$ cat src/rtl/relu_maxpool.sv
// ReLU fused with non-overlapping P_SIZE x P_SIZE max pooling over a signed feature-map buffer.
// Reads each window element with a 3-phase read loop and writes one non-negative word per window.
module relu_maxpool #(
   parameter int unsigned D_BIT_WIDTH = 16,
   parameter int unsigned I_SIZE      = 4,
   parameter int unsigned CHANNELS    = 3,
   parameter int unsigned P_SIZE      = 2
) (
   input  logic                          clk,
   input  logic                          rstn,
   input  logic                          pool_en,
   input  logic                          pool_start,
   input  logic signed [D_BIT_WIDTH-1:0] src_buf_dout,
   output logic                          src_buf_cs,
   output logic                          src_buf_ren,
   output logic        [15:0]            src_buf_addr,
   output logic                          dst_buf_cs,
   output logic                          dst_buf_wen,
   output logic        [15:0]            dst_buf_addr,
   output logic        [D_BIT_WIDTH-1:0] dst_buf_din,
   output logic                          pool_busy,
   output logic                          pool_done
);

   localparam int unsigned O_SIZE = I_SIZE / P_SIZE;
   localparam int unsigned K_NUM  = P_SIZE * P_SIZE;
   localparam int unsigned CW     = (CHANNELS > 1) ? $clog2(CHANNELS) : 1;
   localparam int unsigned OW     = (O_SIZE > 1) ? $clog2(O_SIZE) : 1;
   localparam int unsigned KW     = (K_NUM > 1) ? $clog2(K_NUM) : 1;

   localparam logic [CW-1:0] C_LAST = CW'(CHANNELS - 1);
   localparam logic [OW-1:0] O_LAST = OW'(O_SIZE - 1);
   localparam logic [KW-1:0] K_LAST = KW'(K_NUM - 1);

   typedef enum logic [2:0] {StIdle, StRead, StWrite, StWrel, StDone} state_e;

   state_e                        state_q;
   logic        [CW-1:0]          ch_q;
   logic        [OW-1:0]          orow_q;
   logic        [OW-1:0]          ocol_q;
   logic        [KW-1:0]          k_q;
   logic        [1:0]             phase_q;
   logic signed [D_BIT_WIDTH-1:0] acc_q;
   logic        [15:0]            src_addr_d;
   logic        [15:0]            dst_addr_d;

   always_comb begin
      src_addr_d = 16'(32'(ch_q) * (I_SIZE * I_SIZE)
                     + (32'(orow_q) * P_SIZE + 32'(k_q) / P_SIZE) * I_SIZE
                     + 32'(ocol_q) * P_SIZE + 32'(k_q) % P_SIZE);
      dst_addr_d = 16'(32'(ch_q) * (O_SIZE * O_SIZE) + 32'(orow_q) * O_SIZE + 32'(ocol_q));
   end

   always_ff @(posedge clk or negedge rstn) begin
      if (!rstn) begin
         state_q      <= StIdle;
         ch_q         <= '0;
         orow_q       <= '0;
         ocol_q       <= '0;
         k_q          <= '0;
         phase_q      <= '0;
         acc_q        <= '0;
         src_buf_cs   <= 1'b0;
         src_buf_ren  <= 1'b1;
         src_buf_addr <= '0;
         dst_buf_cs   <= 1'b0;
         dst_buf_wen  <= 1'b1;
         dst_buf_addr <= '0;
         dst_buf_din  <= '0;
         pool_busy    <= 1'b0;
         pool_done    <= 1'b0;
      end else if (pool_en) begin
         case (state_q)
            StIdle, StDone: begin
               if (pool_start) begin
                  state_q   <= StRead;
                  ch_q      <= '0;
                  orow_q    <= '0;
                  ocol_q    <= '0;
                  k_q       <= '0;
                  phase_q   <= '0;
                  acc_q     <= '0;
                  pool_done <= 1'b0;
                  pool_busy <= 1'b1;
               end else if (state_q == StDone) begin
                  pool_done <= 1'b1;
                  pool_busy <= 1'b0;
               end
            end
            StRead: begin
               case (phase_q)
                  2'd0: begin
                     src_buf_cs   <= 1'b1;
                     src_buf_ren  <= 1'b0;
                     src_buf_addr <= src_addr_d;
                     phase_q      <= 2'd1;
                  end
                  2'd1: phase_q <= 2'd2;
                  default: begin
                     // acc starts at zero, so the signed max also implements ReLU
                     phase_q <= 2'd0;
                     if (src_buf_dout > acc_q) acc_q <= src_buf_dout;
                     if (k_q == K_LAST) begin
                        k_q     <= '0;
                        state_q <= StWrite;
                     end else begin
                        k_q <= k_q + 1'b1;
                     end
                  end
               endcase
            end
            StWrite: begin
               dst_buf_cs   <= 1'b1;
               dst_buf_wen  <= 1'b0;
               dst_buf_addr <= dst_addr_d;
               dst_buf_din  <= acc_q;
               state_q      <= StWrel;
            end
            StWrel: begin
               dst_buf_cs  <= 1'b0;
               dst_buf_wen <= 1'b1;
               acc_q       <= '0;
               state_q     <= StRead;
               if (ocol_q != O_LAST) begin
                  ocol_q <= ocol_q + 1'b1;
               end else begin
                  ocol_q <= '0;
                  if (orow_q != O_LAST) begin
                     orow_q <= orow_q + 1'b1;
                  end else begin
                     orow_q <= '0;
                     if (ch_q != C_LAST) begin
                        ch_q <= ch_q + 1'b1;
                     end else begin
                        ch_q        <= '0;
                        src_buf_cs  <= 1'b0;
                        src_buf_ren <= 1'b1;
                        state_q     <= StDone;
                     end
                  end
               end
            end
            default: state_q <= StIdle;
         endcase
      end
   end

endmodule
$ cat config.mk
export PLATFORM = sky130hd
export DESIGN_NAME = relu_maxpool
export DESIGN_NICKNAME = d
export VERILOG_FILES = /design/src/rtl/relu_maxpool.sv
export SDC_FILE = /design/constraint.sdc
export NUM_CORES = 1
export LEC_CHECK = 0
export CORE_ASPECT_RATIO = 0.5
export CORE_MARGIN = 5
export CORE_UTILIZATION = 40
export DETAILED_ROUTE_END_ITERATION = 8
export DONT_BUFFER_PORTS = 1
export GPL_TIMING_DRIVEN = 0
export SLEW_MARGIN = 20
export SYNTH_ARGS = -nofsm -noshare
export SYNTH_HDL_FRONTEND = slang
export SYNTH_SLANG_ARGS = --single-unit
$ cat constraint.sdc
create_clock -name clk -period 2.9 [get_ports clk]
set_input_delay 0.29 -clock clk [delete_from_list [all_inputs] [get_ports clk]]
set_output_delay 0.29 -clock clk [all_outputs]
set_load 0.02 [all_outputs]
==> summary.md, run 1 <==
| Metric | Value |
|---|---|
| Status | `finished clean` |
| Post-layout util | `48.33%` |
| Grt ovf | `0` |
| Hold Fails Final Rpt | `0` |
| Reg2reg setup slack | `460 ps` |
| Slew HR | `29.28%` |
| Port bufs | `0` |
| Overall routing resource usage | `15.40%` |
| IO Count | `74` |
| Final WS setup | `457.3 ps` |
| Critical Path AT | `2700 ps` |
| Die area | `10190 um2` |
| Pleak | `2.073 nW` |
| Clk slew on worst S/H paths | `50 ps` |
| Critical Path End Type | `register` |
| Post-DP HPWL | `5299 um` |
| Routed Antenna Nets | `0` |
| Pin slew with the least headroom to its limit | `1048 ps` |
| Starting Density | `41.03%` |
| Final setup violation count | `0` |
| WS Path Type | `reg2reg` |
| VDD IR max | `0.0003674 V` |
| Area Growth Syn to Fin | `17.79%` |
| Synthesized area | `3271 um2` |
| Slew Viols, Final | `0` |
| Final nets | `375` |
| Number of clock sinks | `59` |
| Post-synthesis sequential area ratio | `45.22%` |
| Area contributors post-synth | `dfrtp_1 (44%), mux2_2 (8.6%), ha_1 (6.5%)` |
| Cell Area, Placed | `3490 um2` |
| CTS H-tree lvls | `3` |
| Initial drt markers | `177` |
| Highest-count cells in the layout ignoring fill and taps | `dfrtp_1 (57), and3_1 (32), mux2_2 (25)` |
| Yosys warns | `0` |
| Setup Skew | `4.612 ps` |
| Critical Path RT | `3160 ps` |
| Clk_lat worst skew | `320 ps` |
| Number of remaining DRC errors | `0` |
| Number of flops mapped to enable cells by yosys | `0` |
| Grt met1 use | `17.96%` |
| Clk root buf | `clkbuf_16` |
| Commonest non-fill, non-tap cell in the layout | `dfrtp_1` |
| Cell Count Post-Placement | `437` |
| Largest net degree at the start of global routing | `60` |
| Largest area contributor in the netlist | `dfrtp_1` |
| Antenna cell count | `0` |
| CTS Buf Count | `9` |
| Setup_tns | `0 ps` |
| M2 GR Usage | `26.19%` |
| Avg Inst Size Synth | `10.76 um2` |
| Synth Flop Type | `dfrtp_1` |
| #FFs+latches synth | `59` |
| First-pass GRT wire length | `12280 um` |
| FFs w/ async S/R, synth | `100.0%` |
| Total power | `3.936 mW` |
| Max Cap Viol | `0` |
| Vias in the first global route | `2507` |
| CTS tree | `done` |
| Power per cell area | `1022 nW/um2` |
| Pre-antenna DRT Iters | `4` |
| Clock buffer depth | `2` |
| Fin cells | `455` |
| Distinct cells, synth | `46` |
| Vias | `2352` |
| Final WL | `7363 um` |
| Maximum achievable frequency | `0.4094 GHz` |
| Wire per inst | `16.18 um` |
| Final Cell Area | `3852 um2` |
| Largest fanout on the critical path | `10` |
| Gp weighted congestion | `0.8773` |
| Die Span Y | `73.94 um` |
| RSZ-0062 raised after global routing | `false` |
| Period utilization | `84.23%` |
| Drt via density | `5.169` |
| Met3 Usage GRT | `6.486%` |
| Hold WS | `192.5 ps` |
| Post-CTS Setup Bufs | `0` |
| Row count | `23` |
| Top Usage Layer GRT | `met2` |
| Synth Instances | `304` |
| Die width | `137.9 um` |
| Final worst path period need | `2443 ps` |
| Share of cells above drive strength 1 | `25.36%` |
| Min-delay worst type | `in2reg` |
| Core ar. | `7971 um2` |
| Pre-CTS WS | `436.3 ps` |
| Initial antenna violation count | `0` |
| Area share of the largest cell type after synthesis | `43.61%` |
| CP Launch Type | `register` |
[state kept, by name (all words and copies together), names as in the netlist]
name          cells
acc_q            16
dst_buf_din      16
src_buf_addr      6
dst_buf_addr      4
state_q           3
ch_q              2
k_q               2
phase_q           2
dst_buf_cs        1
dst_buf_wen       1
ocol_q            1
orow_q            1
pool_busy         1
pool_done         1
src_buf_cs        1
src_buf_ren       1
[critical path, stage by stage, from the launching register on]
cell      delay [ps]
dfrtp_1          370
inv_1             50
ha_1             360
nand4_2          180
nor2_1           190
nand2_1          110
o211ai_1         460
clkbuf_1         350
and3_1           230
a211o_1           90
[power by group]
part,internal [mW],switching [mW]
Combinational,0.521,0.590
Clock,0.757,0.391
Sequential,1.16,0.519
[what timing repair did]
item,in CTS,in global routing
gates resized for setup,0,0
hold buffers,2,0
endpoints found under the hold margin,59,0
[logic make-up after synthesis]
kind of cell	after synthesis	share of synthesized area, %
muxes	29	10.29
other	1	0.1147
DFF	59	45.22
and+or+nand+nor	94	16.83
buffers and inverters	54	9.258
AOI/OAI and AO/OA	50	11.78
adders and majority gates	17	6.503
[path summary, 6_finish.rpt]
path / depth (start not counted) / from / end
max in group asynchronous: 2 / rstn / dst_buf_wen
worst min-delay path: 3 / pool_start / ocol_q
min in group asynchronous: 2 / rstn / phase_q[0]
worst min register to register: 2 / k_q[1] / k_q[1]
worst max register to register: 9 / acc_q[15] / acc_q[7]
worst max-delay path: 9 / acc_q[15] / acc_q[7]
[layout make-up]
class	instances	area (um2)
inverter	20	75.07
timing repair buffer	2	37.54
multi-input combinational	212	1568
fill	713	4119
tap	112	140.1
sequential	59	1479
buffer	34	227.7
clock inverter	7	100.1
clock buffer	9	225.2
[per-layer routing]
metal,vias to the layer above,share of wire (%),routed length (um)
li1,1107,-,-
met1,1159,40,2927
met2,80,50,3710
met3,6,9.2,676
met4,0,0.64,47
met5,-,0,0
[synthesized netlist by cell type (3+ instances only)]
master,number
dfrtp_1,57
and3_1,32
mux2_2,25
nand2_1,23
buf_4,22
inv_1,20
ha_1,17
a211o_1,16
nor2_1,12
a21oi_1,8
buf_2,8
o21ai_0,6
a21o_1,4
nand4_1,4
o211ai_1,4
clkbuf_1,3
nand3_1,3
nor3_1,3
(Power assumes the default switching activity.)
==> run 2, diff against run 1 <==
==> constraint.sdc (replaced) <==
create_clock -name clk -period 2.2 [get_ports clk]
set_input_delay 0.22 -clock clk [delete_from_list [all_inputs] [get_ports clk]]
set_output_delay 0.22 -clock clk [all_outputs]
set_load 0.02 [all_outputs]
==> run 2 against run 1 <==
The flow now finishes with violations (negative setup slack). Wire length rose by 5.4%. Clock skew is 1.6 ps lower. Final cell count grew 2.2%. Sequential share of layout area fell by 2.6 points. Sequential power rose by 32%. Worst setup slack got worse by 460 ps. First-iteration DRC count increased by 12%. Non-clock buffer count grew 10. Cell area rose by 7.3%. Critical path depth up 1. Via count grew 1.7%. Critical path type unchanged.
==> summary.md, run 2 (synthesis gave the netlist of run 1 again) <==
| Metric | Value |
|---|---|
| Pre-CTS WS | `-263.7 ps (-700.0 ps)` |
| Hold Fails Final Rpt | `0 (unchanged)` |
| Power per cell area | `1335 nW/um2 (+31%)` |
| Area Growth Syn to Fin | `26.40%` |
| Pin slew with the least headroom to its limit | `716.2 ps (-331.3 ps)` |
| Buf/Inv on CP | `3 (+1)` |
| Critical Path End Type | `register` |
| VDD IR max | `0.0005173 V (+41%)` |
| Final Cell Area | `4134 um2 (+7.3%)` |
| Failing checks | `negative setup slack` |
| Antenna cell count | `0 (unchanged)` |
| Final setup violation count | `2 (+2)` |
| Share of cells above drive strength 1 | `33.14% (+7.8 points)` |
| Largest registers | `acc_q x16, dst_buf_din x16, src_buf_addr x6` |
| Clk_lat worst skew | `320 ps (about the same)` |
| Commonest non-fill, non-tap cell in the layout | `dfrtp_1` |
| Highest-count cells in the layout ignoring fill and taps | `dfrtp_1 (57), buf_4 (35), and3_1 (32)` |
| CP max stage cell | `dfrtp_1` |
| CTS H-tree lvls | `3 (unchanged)` |
| Starting Density | `41.03% (unchanged)` |
| Final WS setup | `-3.002 ps (-460.3 ps)` |
| Pleak | `2.146 nW (+3.5%)` |
| WS Path Type | `reg2reg` |
| RSZ-0062 raised after global routing | `true` |
| Critical Path AT | `2410 ps (-290 ps)` |
| Largest net degree at the start of global routing | `60 (unchanged)` |
| Clk root buf | `clkbuf_16` |
| Cell Area, Placed | `3490 um2 (unchanged)` |
| Filler cell count | `685 (-3.9%)` |
| Reg2Reg Depth | `10 (+1)` |
| Hold WS | `116.0 ps (-76.55 ps)` |
| Initial drt markers | `198 (+12%)` |
| Final worst path period need | `2203 ps (-239.7 ps)` |
| Total power | `5.518 mW (+40%)` |
| Post-DP HPWL | `5299 um (unchanged)` |
| Max stage delay on crit path | `360 ps (-100 ps)` |
| Final WL | `7760 um (+5.4%)` |
| Core ar. | `7971 um2 (unchanged)` |
| Period utilization | `100.1% (+16 points)` |
| Min-delay worst type | `in2reg` |
| Critical Path RT | `2400 ps (-760 ps)` |
| Overall routing resource usage | `15.99% (+0.59 points)` |
| First-pass GRT wire length | `12700 um (+3.4%)` |
| Max Cap Viol | `0 (unchanged)` |
| Maximum achievable frequency | `0.4539 GHz (+11%)` |
| Number of clock sinks | `59 (unchanged)` |
| Slew Viols, Final | `0 (unchanged)` |
| Setup_tns | `-3.766 ps (-3.766 ps)` |
| Die width | `137.9 um (unchanged)` |
| Reg area | `1479 um2 (unchanged)` |
| Wire per inst | `16.69 um (+3.1%)` |
| Die area | `10190 um2 (unchanged)` |
| CP Launch Type | `register` |
| Routed Antenna Nets | `0 (unchanged)` |
| Largest fanout on the critical path | `10 (unchanged)` |
| Worst hold path depth | `3 (unchanged)` |
| CP top delay family | `simple AND/OR/NAND/NOR gates` |
| Row count | `23 (unchanged)` |
| Pre-antenna DRT Iters | `4 (unchanged)` |
| Slew HR | `51.50% (+22 points)` |
| Gp weighted congestion | `0.8773 (unchanged)` |
| IO Count | `74 (unchanged)` |
| Status | `complete, but fails checks` |
| CTS tree | `done` |
| Final nets | `385 (+2.7%)` |
| CTS Buf Count | `9 (unchanged)` |
| Area of the multi-input gates | `1763 um2 (+12%)` |
| Die Span Y | `73.94 um (unchanged)` |
| Critical Path Stages | `10 (+1)` |
| Initial antenna violation count | `0 (unchanged)` |
| Vias | `2393 (+1.7%)` |
| Drt via density | `5.146 (-0.44%)` |
| Clk slew on worst S/H paths | `60 ps (about the same)` |
| Port bufs | `0 (unchanged)` |
| Setup Skew | `2.986 ps (-1.626 ps)` |
| Clock buffer depth | `2 (unchanged)` |
| Grt ovf | `0 (unchanged)` |
| Number of remaining DRC errors | `0 (unchanged)` |
| Vias in the first global route | `2557 (+2.0%)` |
| Crit-path cells | `inv_1 > ha_1 > nand4_1 > nor4_4 > buf_4 > and2_4 > nor3_4 > mux2i_4 > buf_6 > a211o_1` |
run 2: changes by cell type in the layout (fill, tap and decap cells not counted), moves of 2 or more:
cell | previous run | this run
buf_4 | 22 | 35
ha_1 | 17 | 7
ha_4 | 0 | 10
clkbuf_1 | 3 | 0
inv_1 | 20 | 18
inv_2 | 0 | 2
nand4_2 | 2 | 0
nand4_4 | 0 | 2
nor3_4 | 0 | 2
run 2: layer usage:
layer,routed length (um),GRT usage (%)
met1,3128,18.68
met2,3850,27.21
met3,694,6.554
met4,86,5.367
met5,0,0
run 2: final cells by class:
cell class	count	share of cell area, %
multi-input combinational	212	42.65
sequential	59	35.77
buffer	34	5.781
clock buffer	9	5.448
tap	112	3.390
timing repair buffer	12	2.724
clock inverter	7	2.421
inverter	20	1.816
run 2: what timing repair did:
action                                  4_1_cts  5_1_grt
endpoints found under the hold margin        59        0
pin swaps                                     4       10
endpoints found under the setup margin       16       27
hold buffers                                  2        0
resized for setup                            13       24
buffers inserted                              6        4
run 2: power by group:
part	internal (mW)	switching [mW]	total, mW	leakage, nW
clock network	0.998	0.522	1.52	0.149
registers	1.53	0.680	2.21	0.776
logic	0.887	0.906	1.79	1.22
total	3.41	2.11	5.52	2.15
run 2: stage by stage:
step                      cells  util [%]
after floorplan             325         -
after global placement      437     43.78
after detailed placement    437     43.78
after CTS                   461     50.21
after global routing        465     51.86
final                       465     51.86
run 2: tightest hold or removal path, cell delays in order:
cell and delay, ps:
nand2_1 40, a21oi_1 60, nor2_1 80
run 2: final timing paths:
check,startpoint,slack [ps],end
hold / removal,pool_start,120,ocol_q
min in group asynchronous,rstn,430,state_q[1]
setup reg to reg,acc_q[3],-3,acc_q[10]
hold reg to reg,k_q[1],510,k_q[1]
setup / recovery,acc_q[3],-3,acc_q[10]
max in group asynchronous,rstn,1490,dst_buf_wen
==> run 3, diff against run 2 <==
--- a/config.mk
+++ b/config.mk
@@ -15,3 +15,4 @@
 export SYNTH_ARGS = -nofsm -noshare
 export SYNTH_HDL_FRONTEND = slang
 export SYNTH_SLANG_ARGS = --single-unit
+export TNS_END_PERCENT = 100
==> results of run 3 <==
Final layout, timing and power as in run 2 (identical DEF).
